[src/rtl/imm_seq_pkg.sv]
// Shared types, opcode/ALU constants and the opcode decoder for the
// immediate-ALU sequencer. Optional feature macro: IMM_SEQ_SINGLE_STEP_EN.
package imm_seq_pkg;

`ifdef IMM_SEQ_SINGLE_STEP_EN
  typedef enum logic [3:0] {
    S_IDLE,
    S_T0,
    S_T1,
    S_T2,
    S_T3,
    S_T4,
    S_T5,
    S_HALT,
    S_STEPWAIT
  } state_t;
`else
  typedef enum logic [2:0] {
    S_IDLE,
    S_T0,
    S_T1,
    S_T2,
    S_T3,
    S_T4,
    S_T5,
    S_HALT
  } state_t;
`endif

  localparam logic [4:0] OPC_ADDI = 5'b01100;
  localparam logic [4:0] OPC_ANDI = 5'b01101;
  localparam logic [4:0] OPC_ORI  = 5'b01110;

  localparam logic [4:0] ALU_ADD = 5'b00011;
  localparam logic [4:0] ALU_AND = 5'b00101;
  localparam logic [4:0] ALU_OR  = 5'b00110;

  localparam logic [1:0] FLT_NONE    = 2'b00;
  localparam logic [1:0] FLT_ILLEGAL = 2'b01;
  localparam logic [1:0] FLT_MEM_TO  = 2'b10;

  // Returns {legal, alu_control}; illegal opcodes yield a zero ALU op.
  function automatic logic [5:0] decode_opc(input logic [4:0] opc);
    logic [5:0] r;
    r = 6'b0;
    case (opc)
      OPC_ADDI: r = {1'b1, ALU_ADD};
      OPC_ANDI: r = {1'b1, ALU_AND};
      OPC_ORI:  r = {1'b1, ALU_OR};
      default:  r = 6'b0;
    endcase
    return r;
  endfunction

endpackage

[src/rtl/imm_alu_sequencer_timeout.sv]
// T1 memory wait counter: restarts in T0, counts stalled T1 cycles and
// flags the last permitted stall cycle.
module imm_seq_timeout
  import imm_seq_pkg::*;
#(
  parameter int MEM_TIMEOUT = 15
) (
  input  logic clock,
  input  logic clear,
  input  logic restart,
  input  logic enable,
  output logic expired
);

  localparam int CW = $clog2(MEM_TIMEOUT + 1);
  localparam logic [CW-1:0] LAST = CW'(MEM_TIMEOUT - 1);

  logic [CW-1:0] count;

  // Expired on the stalled cycle that would take the count to MEM_TIMEOUT.
  assign expired = enable && (count == LAST);

  // Count stalled cycles; hold once expired since the FSM leaves T1.
  always_ff @(posedge clock) begin
    if (!clear) begin
      count <= '0;
    end else if (restart) begin
      count <= '0;
    end else if (enable && !expired) begin
      count <= count + 1'b1;
    end
  end

endmodule

[src/rtl/imm_alu_sequencer.sv]
// Fetch/execute control sequencer for ADDI/ANDI/ORI with mem-ready timeout,
// illegal-opcode trap and run/halt. Optional macro: IMM_SEQ_SINGLE_STEP_EN.
module imm_alu_sequencer
  import imm_seq_pkg::*;
#(
  parameter int DATA_W      = 32,
  parameter int OPC_W       = 5,
  parameter int ALU_W       = 5,
  parameter int MEM_TIMEOUT = 15
) (
  input  logic              clock,
  input  logic              clear,
  input  logic              run,
  input  logic              mem_ready,
`ifdef IMM_SEQ_SINGLE_STEP_EN
  input  logic              step,
`endif
  input  logic [DATA_W-1:0] ir,
  output logic              pc_out,
  output logic              inc_pc,
  output logic              mar_in,
  output logic              read,
  output logic              ram_enable,
  output logic              mdr_in,
  output logic              mdr_out,
  output logic              ir_in,
  output logic              grb,
  output logic              rout,
  output logic              yin,
  output logic              cout,
  output logic              zlo_in,
  output logic [ALU_W-1:0]  alu_control,
  output logic              zmux_enable,
  output logic              zmux_out,
  output logic              gra,
  output logic              rin,
  output logic              busy,
  output logic              retired,
  output logic [1:0]        fault
);

  state_t           state;
  logic             expired;
  logic [OPC_W-1:0] opc;
  logic [5:0]       dec;
  logic             unused_ir;

  assign opc       = ir[DATA_W-1 -: OPC_W];
  assign dec       = decode_opc(opc);
  assign unused_ir = ^ir[DATA_W-OPC_W-1:0];

  imm_seq_timeout #(
    .MEM_TIMEOUT (MEM_TIMEOUT)
  ) u_timeout (
    .clock   (clock),
    .clear   (clear),
    .restart (state == S_T0),
    .enable  ((state == S_T1) && !mem_ready),
    .expired (expired)
  );

`ifdef IMM_SEQ_SINGLE_STEP_EN
  logic step_q;

  // Previous step level for rising-edge detection.
  always_ff @(posedge clock) begin
    if (!clear) step_q <= 1'b0;
    else        step_q <= step;
  end
`endif

  // Main sequencer: state, sticky fault and the latched ALU operation.
  always_ff @(posedge clock) begin
    if (!clear) begin
      state       <= S_IDLE;
      fault       <= FLT_NONE;
      alu_control <= '0;
    end else begin
      case (state)
        S_IDLE: if (run) state <= S_T0;
        S_T0:   state <= S_T1;
        S_T1: begin
          if (mem_ready) begin
            state <= S_T2;
          end else if (expired) begin
            state <= S_HALT;
            fault <= FLT_MEM_TO;
          end
        end
        S_T2:   state <= S_T3;
        S_T3: begin
          if (dec[5]) begin
            alu_control <= dec[ALU_W-1:0];
            state       <= S_T4;
          end else begin
            state <= S_HALT;
            fault <= FLT_ILLEGAL;
          end
        end
        S_T4:   state <= S_T5;
`ifdef IMM_SEQ_SINGLE_STEP_EN
        S_T5:   state <= S_STEPWAIT;
        S_STEPWAIT: begin
          if (step && !step_q) begin
            if (run) begin
              state <= S_T0;
            end else begin
              state       <= S_IDLE;
              alu_control <= '0;
            end
          end
        end
`else
        S_T5: begin
          if (run) begin
            state <= S_T0;
          end else begin
            state       <= S_IDLE;
            alu_control <= '0;
          end
        end
`endif
        S_HALT: state <= S_HALT;
        default: begin
          state       <= S_IDLE;
          alu_control <= '0;
        end
      endcase
    end
  end

  assign pc_out      = (state == S_T0);
  assign inc_pc      = (state == S_T0);
  assign mar_in      = (state == S_T0);
  assign read        = (state == S_T1);
  assign ram_enable  = (state == S_T1);
  assign mdr_in      = (state == S_T1);
  assign mdr_out     = (state == S_T2);
  assign ir_in       = (state == S_T2);
  assign grb         = (state == S_T3);
  assign rout        = (state == S_T3);
  assign yin         = (state == S_T3);
  assign cout        = (state == S_T4);
  assign zlo_in      = (state == S_T4);
  assign zmux_enable = (state == S_T5);
  assign zmux_out    = (state == S_T5);
  assign gra         = (state == S_T5);
  assign rin         = (state == S_T5);
  assign retired     = (state == S_T5);
`ifdef IMM_SEQ_SINGLE_STEP_EN
  assign busy = !(state inside {S_IDLE, S_HALT, S_STEPWAIT});
`else
  assign busy = !(state inside {S_IDLE, S_HALT});
`endif

endmodule
[config.mk]
export PLATFORM = sky130hd
export DESIGN_NAME = imm_alu_sequencer
export DESIGN_NICKNAME = d
export VERILOG_FILES = /design/src/rtl/imm_seq_pkg.sv /design/src/rtl/imm_alu_sequencer_timeout.sv /design/src/rtl/imm_alu_sequencer.sv
export SDC_FILE = /design/constraint.sdc
export NUM_CORES = 1
export LEC_CHECK = 0
export CORE_MARGIN = 2
export CORE_UTILIZATION = 34
export CTS_BUF_LIST = sky130_fd_sc_hd__clkbuf_2 sky130_fd_sc_hd__clkbuf_4 sky130_fd_sc_hd__clkbuf_8
export CTS_CLUSTER_SIZE = 16
export DETAILED_ROUTE_END_ITERATION = 10
export GPL_ROUTABILITY_DRIVEN = 0
export PLACE_DENSITY = 0.81
export SLEW_MARGIN = 20
export SYNTH_ARGS = -nofsm -noshare
export SYNTH_HDL_FRONTEND = slang
export SYNTH_SLANG_ARGS = --single-unit
[constraint.sdc]
create_clock -name clock -period 1.7 [get_ports clock]
set_input_delay 0.17 -clock clock [delete_from_list [all_inputs] [get_ports clock]]
set_output_delay 0.17 -clock clock [all_outputs]
set_load 0.005 [all_outputs]
==> Word-level counts from Yosys, hierarchy flattened <==
Index checks and enable logic that the tools add are counted.
{ "word_totals": {"register_bits": 14, "in_bits": 36, "output_inout_bits": 26, "wordCells": 52} }
{ "classes": {"addsub": 1, "eq_ne": 18, "muxes": 14, "bitwise": 1, "n_reduce_logical": 14} }
{ "op_table": {"columns": ["cell", "n"], "rows": [
  ["3-bit one-hot mux with 8 select lines", 1],
  ["6-bit one-hot mux with 3 select lines", 1],
  ["5-bit by 4-bit equality test with 1-bit output, second input constant", 3],
  ["3-bit equality test, second input constant", 4],
  ["5-bit 2-to-1 mux", 2],
  ["5-bit one-hot mux with 2 select lines", 1],
  ["3-bit 2-to-1 mux", 3],
  ["2-bit 2-to-1 mux", 4],
  ["2-bit != test, second input constant", 4],
  ["3-bit by 2-bit equality test with 1-bit output, second input constant", 2],
  ["2-bit nonzero test", 3],
  ["4-bit by 1-bit adder with 4-bit output, second input constant", 1],
  ["4-bit equality test, second input constant", 1],
  ["2-bit by 1-bit != test with 1-bit output, second input constant", 2],
  ["2-bit one-hot mux with 2 select lines", 1],
  ["4-bit AND reduction", 1],
  ["3-bit by 1-bit equality test with 1-bit output, second input constant", 1],
  ["1-bit logical AND", 3],
  ["1-bit zero test", 3],
  ["3-bit zero test", 1],
  ["3-bit by 2-bit != test with 1-bit output, second input constant", 1],
  ["3-bit AND reduction", 1],
  ["2-bit AND reduction", 1],
  ["2-bit OR reduction", 1],
  ["other kinds (2)", 2]
]} }

==> Logic depth before layout (Yosys ltp) <==
{ "logic_depth": {"depth_word": 6, "ltp_mapped": 6, "depth_no_buf": 6} }

==> Cells and area by module <==
From an unflattened synthesis, not the netlist that was laid out.
{ "hier_totals": {"cells_unflattened": 101, "area_unflattened_um2": 847.1} }
{ "modules_own_cells": {"columns": ["mod", "n_inst", "cells_per_inst", "area_per_inst_um2", "seq_area_each_um2"], "rows": [
  ["imm_alu_sequencer", 1, 77, 633.1, 160.2],
  ["imm_seq_timeout", 1, 24, 214.0, 80.1]
]} }

==> Least setup slack after synthesis <==
No wires, ideal clock.
{ "synth_path": {"path_type": "reg-to-reg", "from": "register u_timeout.count[0]", "to": "register u_timeout.count[3]", "setup_time_ns": 0.116, "arrival_time_ns": 1.192, "required_time_ns": 1.584, "slack_ns": 0.391, "stages_incl_launch_ff": 7, "n_path_buf": 0, "period_less_slack_ns": 1.309, "cell_sequence": "dfxtp_1 -> inv_1 -> ha_1 -> a31oi_1 -> nand3_1 -> xor2_1 -> nor2_1"} }
{ "synth_between": {"elab_chain_cells": 4, "elab_cells_between_ends": 5, "classes_between": "add/sub: 1; eq/ne: 1; reduce/logical: 3"} }
{ "synth_lines": {"columns": ["element", "line", "text"], "rows": [
  ["start: declaration", "imm_alu_sequencer_timeout.sv:18", "logic [CW-1:0] count;"],
  ["start signal: assignment", "imm_alu_sequencer_timeout.sv:30", "count <= count + 1'b1;"],
  ["parallel branches: the longest is 4 deep, another holds 4-bit by 1-bit adder with 4-bit output", null, null]
]} }
Parallel ways; which one is timed is not known.
A chain may end at the register's enable or synchronous reset.

==> Worst setup path in the final report <==
{ "layout_path": {"from": "register state[2]", "to": "output zlo_in"} }
{ "layout_between": {"elab_chain_cells": 1} }
{ "layout_lines": {"columns": ["element", "line", "text"], "rows": [
  ["start: declaration", "imm_alu_sequencer.sv:42", "state_t state;"],
  ["start signal: assignment", "imm_alu_sequencer.sv:75", "state <= S_IDLE;"],
  ["start signal: assignment", "imm_alu_sequencer.sv:80", "S_IDLE: if (run) state <= S_T0;"],
  ["start signal: assignment", "imm_alu_sequencer.sv:81", "S_T0: state <= S_T1;"],
  ["3-bit equality test", "imm_alu_sequencer.sv:144", "assign zlo_in = (state == S_T4);"],
  ["end: declaration", "imm_alu_sequencer.sv:31", "output logic zlo_in,"]
]} }
Every way passes these cells.

==> results by stage <==
Detailed routing:
- Using the TritonRoute via totals, the vias-per-cell ratio works out to 4.82.
- For this run, design rule violations remaining after detail routing come to 0.
- Dividing the detail-routed wire length by the instance count gives ~13 um.
- The routed layout has between 700 and 800 vias.
- The wire length after detailed routing is between 1500 and 2000 um.
- In this run the remaining antenna-violating nets after routing total 0.
- The starting DRC count in detailed routing is 8.
- The iteration count of the initial detailed-routing pass is 2.

CTS:
- TritonCTS built the clock tree.
- The root buffer cell is sky130_fd_sc_hd__clkbuf_4.
- The buffer depth of the longest clock path is 2.
- The clock transition time at the flip-flop clock pins of the worst setup and hold paths is about 0.07 ns.
- The number of buffers added to fix hold violations after cts is 0.
- The clock sink count is 12.
- In this run the number of H-tree levels came out at 1.
- The number of buffers created by CTS is 3.
- The insertion delay to the later sink of the worst-skew pair is ~0.28 ns.

Final layout:
- Leaving out fill and tap cells, the most frequent cells in the layout are sky130_fd_sc_hd__clkdlybuf4s50_1 (22), sky130_fd_sc_hd__buf_4 (12), sky130_fd_sc_hd__dfxtp_1 (9), sky130_fd_sc_hd__nand3_1 (8), sky130_fd_sc_hd__dlygate4sd2_1 (7).
- The proportion of layout cells with a drive suffix above 1 is about a quarter.
- Compared with the post-synthesis result, the final layout area differs by 47.9%.
- The number of antenna diodes in the final layout is 0.
- The summed area of non-filler cells in the final layout is between 0.001 and 0.0015 mm^2.
- The library cell used most frequently in the layout, excluding fill and tap cells, is sky130_fd_sc_hd__clkdlybuf4s50_1.
- The final net count is between 150 and 200.

Power:
- The total power per unit cell area is approximately 600 mW/mm^2.
- The maximum resistive drop on vdd is about 420 uV.
- For this design the static power due to leakage is between 0.0005 and 0.0006 uW.

Global route:
- Entering global routing, the biggest net connects 14 pins.
- The wire length of the first global-routing pass is 2960 um.
- The initial antenna violation count came to 0.
- For this run the aggregate overflow at the end of global routing stands at 0.
- The number of global-route vias before repair is 694.
- The all-layer global routing usage is 14.6%.

STA:
- The final clock period utilization by the worst path is a little under 100%.
- The worst path meets setup with around 0.037 ns of slack.
- The worst path needs 1.66 ns of the cycle, external delays included.
- Setup violations remaining at the end of the flow were counted as 0.
- The final-report max-slew violation count is 0.
- The final-report hold violation count is 0.
- The worst slack on hold paths is 0.469 ns.
- For the final database, setup skew stands at 0.000531 ns.
- Setup repair after global routing could not meet its margin everywhere.
- The achievable clock frequency is about 600 MHz.

Yosys:
- The top-area cell type share of the netlist area is just under 30%.
- The proportion of synthesized chip area in sequential cells is ~29%.
- The gate count after technology mapping is 93.
- After synthesis, the cell types taking the most area are sky130_fd_sc_hd__dfxtp_1 (29%), sky130_fd_sc_hd__buf_4 (13%), sky130_fd_sc_hd__nand3_1 (4.9%), sky130_fd_sc_hd__ha_1 (3.1%), sky130_fd_sc_hd__nor4b_4 (2.9%).
- Dividing the synthesized area by the synthesized cell count gives 8.79 um^2.
- The total number of yosys warnings is 0.
- The mapped netlist covers between 800 and 900 um^2.
- The synthesized flop and latch total is 12.
- The cell accounting for the most synthesized area is sky130_fd_sc_hd__dfxtp_1.
- The number of library cell types mapped by synthesis is 34.

Critical path:
- At the worst endpoint, the required time is ~1.5 ns.
- The arrival time reported for the critical path endpoint is ~1.5 ns.
- The kind of start point of the critical path is a flop.
- The kind of critical path is flop to output port.
- STA classifies the critical path endpoint as an output port.
- Along the worst path, the maximum fanout reaches 10.

Placement:
- The placed instances occupy a cell area of roughly 0.0011 mm^2.
- The quantity of I/O buffers inserted on ports is 32.
- At the placement stage, the worst setup path has a slack of approximately 0.093 ns.
- Detailed placement ended at an HPWL of 1370 um.

Die:
- The die height is roughly 53 um.
- In this run the core area contains 17 standard-cell rows.
- The initial core utilization is a little over a third.
- During I/O placement, the number of pins put on the boundary was between 60 and 70.
- The standard cell core area is about 0.0022 mm^2.
- The die outline area is roughly 0.0028 mm^2.
- The floorplan step set the die width to between 50 and 60 um.

Flow run:
- Max-cap violations in this run came to 0.

Min path:
- The tightest min-delay check is of the flop to flop type.

Status:
- The flow ran to the end, and the final reports show no timing, DRC or antenna violations.
-- sequential cells by signal (all words and copies together) (netlist names) --
register	cells
alu_control	3
fault	2
u_timeout.count	4
state	3
-- layout make-up --
| class | count | area (um^2) |
|---|---|---|
| Clock buffer | 3 | 22.5 |
| Fill cell | 200 | 1020 |
| Inverter | 3 | 11.3 |
| Multi-Input combinational cell | 61 | 464 |
| Sequential cell | 12 | 251 |
| Tap cell | 28 | 35.0 |
| Timing Repair Buffer | 45 | 424 |
-- synthesized netlist by cell type (all sizes together) --
library cell	number
o31ai	4
nand3	8
clkbuf	1
ha	2
and4bb	1
o21ai	4
o211a	1
a211oi	1
xor2	2
and3b	1
buf	17
nor2	6
and3	3
xnor2	2
nor4b	1
nor3	2
nand2	5
a21oi	3
dfxtp	12
inv	3
nand3b	1
a311oi	1
conb	1
a31oi	2
and2	2
a21boi	1
nand2b	2
nor3b	4
-- metrics by stage --
stage / utilization [%] / TNS (ns) / total power, uW / instances
3_3_place_gp: 48.2 / 0 / 524 / 141
6_report: 54.1 / 0 / 729 / 152
2_1_floorplan: - / 0 / 446 / 94
4_1_cts: 50.9 / -0.00665 / 705 / 147
5_1_grt: 54.1 / -0.111 / 765 / 152
3_5_place_dp: 48.2 / 0 / 530 / 141
-- per-layer routing --
layer	up-vias	GRT usage, %	share of wire [%]
met5	-	0	0
met4	0	7.69	1.5
met3	4	2.82	4.8
met2	20	26.9	53
met1	333	15.3	41
li1	376	-	-
-- cells by family after synthesis --
family	after synthesis	share of synthesized area (%)
and+or+nand+nor	36	28.6
buffers and inverters	21	18.1
AOI/OAI and AO/OA	17	16.1
DFF	12	29.4
xor gates and xnor gates	4	4.29
adders and majority gates	2	3.06
other	1	0.459
-- worst paths after layout --
kind	start	endpoint	slack [ns]	depth (start not counted)
setup / recovery	state[2]$_SDFFE_PN0P_	zlo_in	0.04	3
hold reg to reg	fault[0]$_SDFFE_PN0P_	fault[0]$_SDFFE_PN0P_	0.47	2
hold / removal	fault[0]$_SDFFE_PN0P_	fault[0]$_SDFFE_PN0P_	0.47	2
setup reg to reg	u_timeout.count[0]$_SDFFE_PP0P_	u_timeout.count[3]$_SDFFE_PP0P_	0.17	6
-- report_power, final --
group          switching [uW]  internal (uW)  leakage [uW]  total (uW)
registers                20.7            294     0.0000993         315
clock network            97.0           82.2     0.0000138         179
logic                    98.5            137      0.000432         235
total                     216            513      0.000545         729
-- critical path: stages (launching register included) --
cell,delay [ns]
sky130_fd_sc_hd__dfxtp_4,0.39
sky130_fd_sc_hd__buf_8,0.15
sky130_fd_sc_hd__and3_1,0.17
sky130_fd_sc_hd__clkdlybuf4s50_1,0.50
-- what timing repair did --
item | in CTS | in global routing
setup buffers | 3 | 5
pin swaps | 1 | 1
resized for setup | 15 | 11
setup endpoints to repair | 19 | 12
No activity file was read; power rests on OpenSTA's default activity.
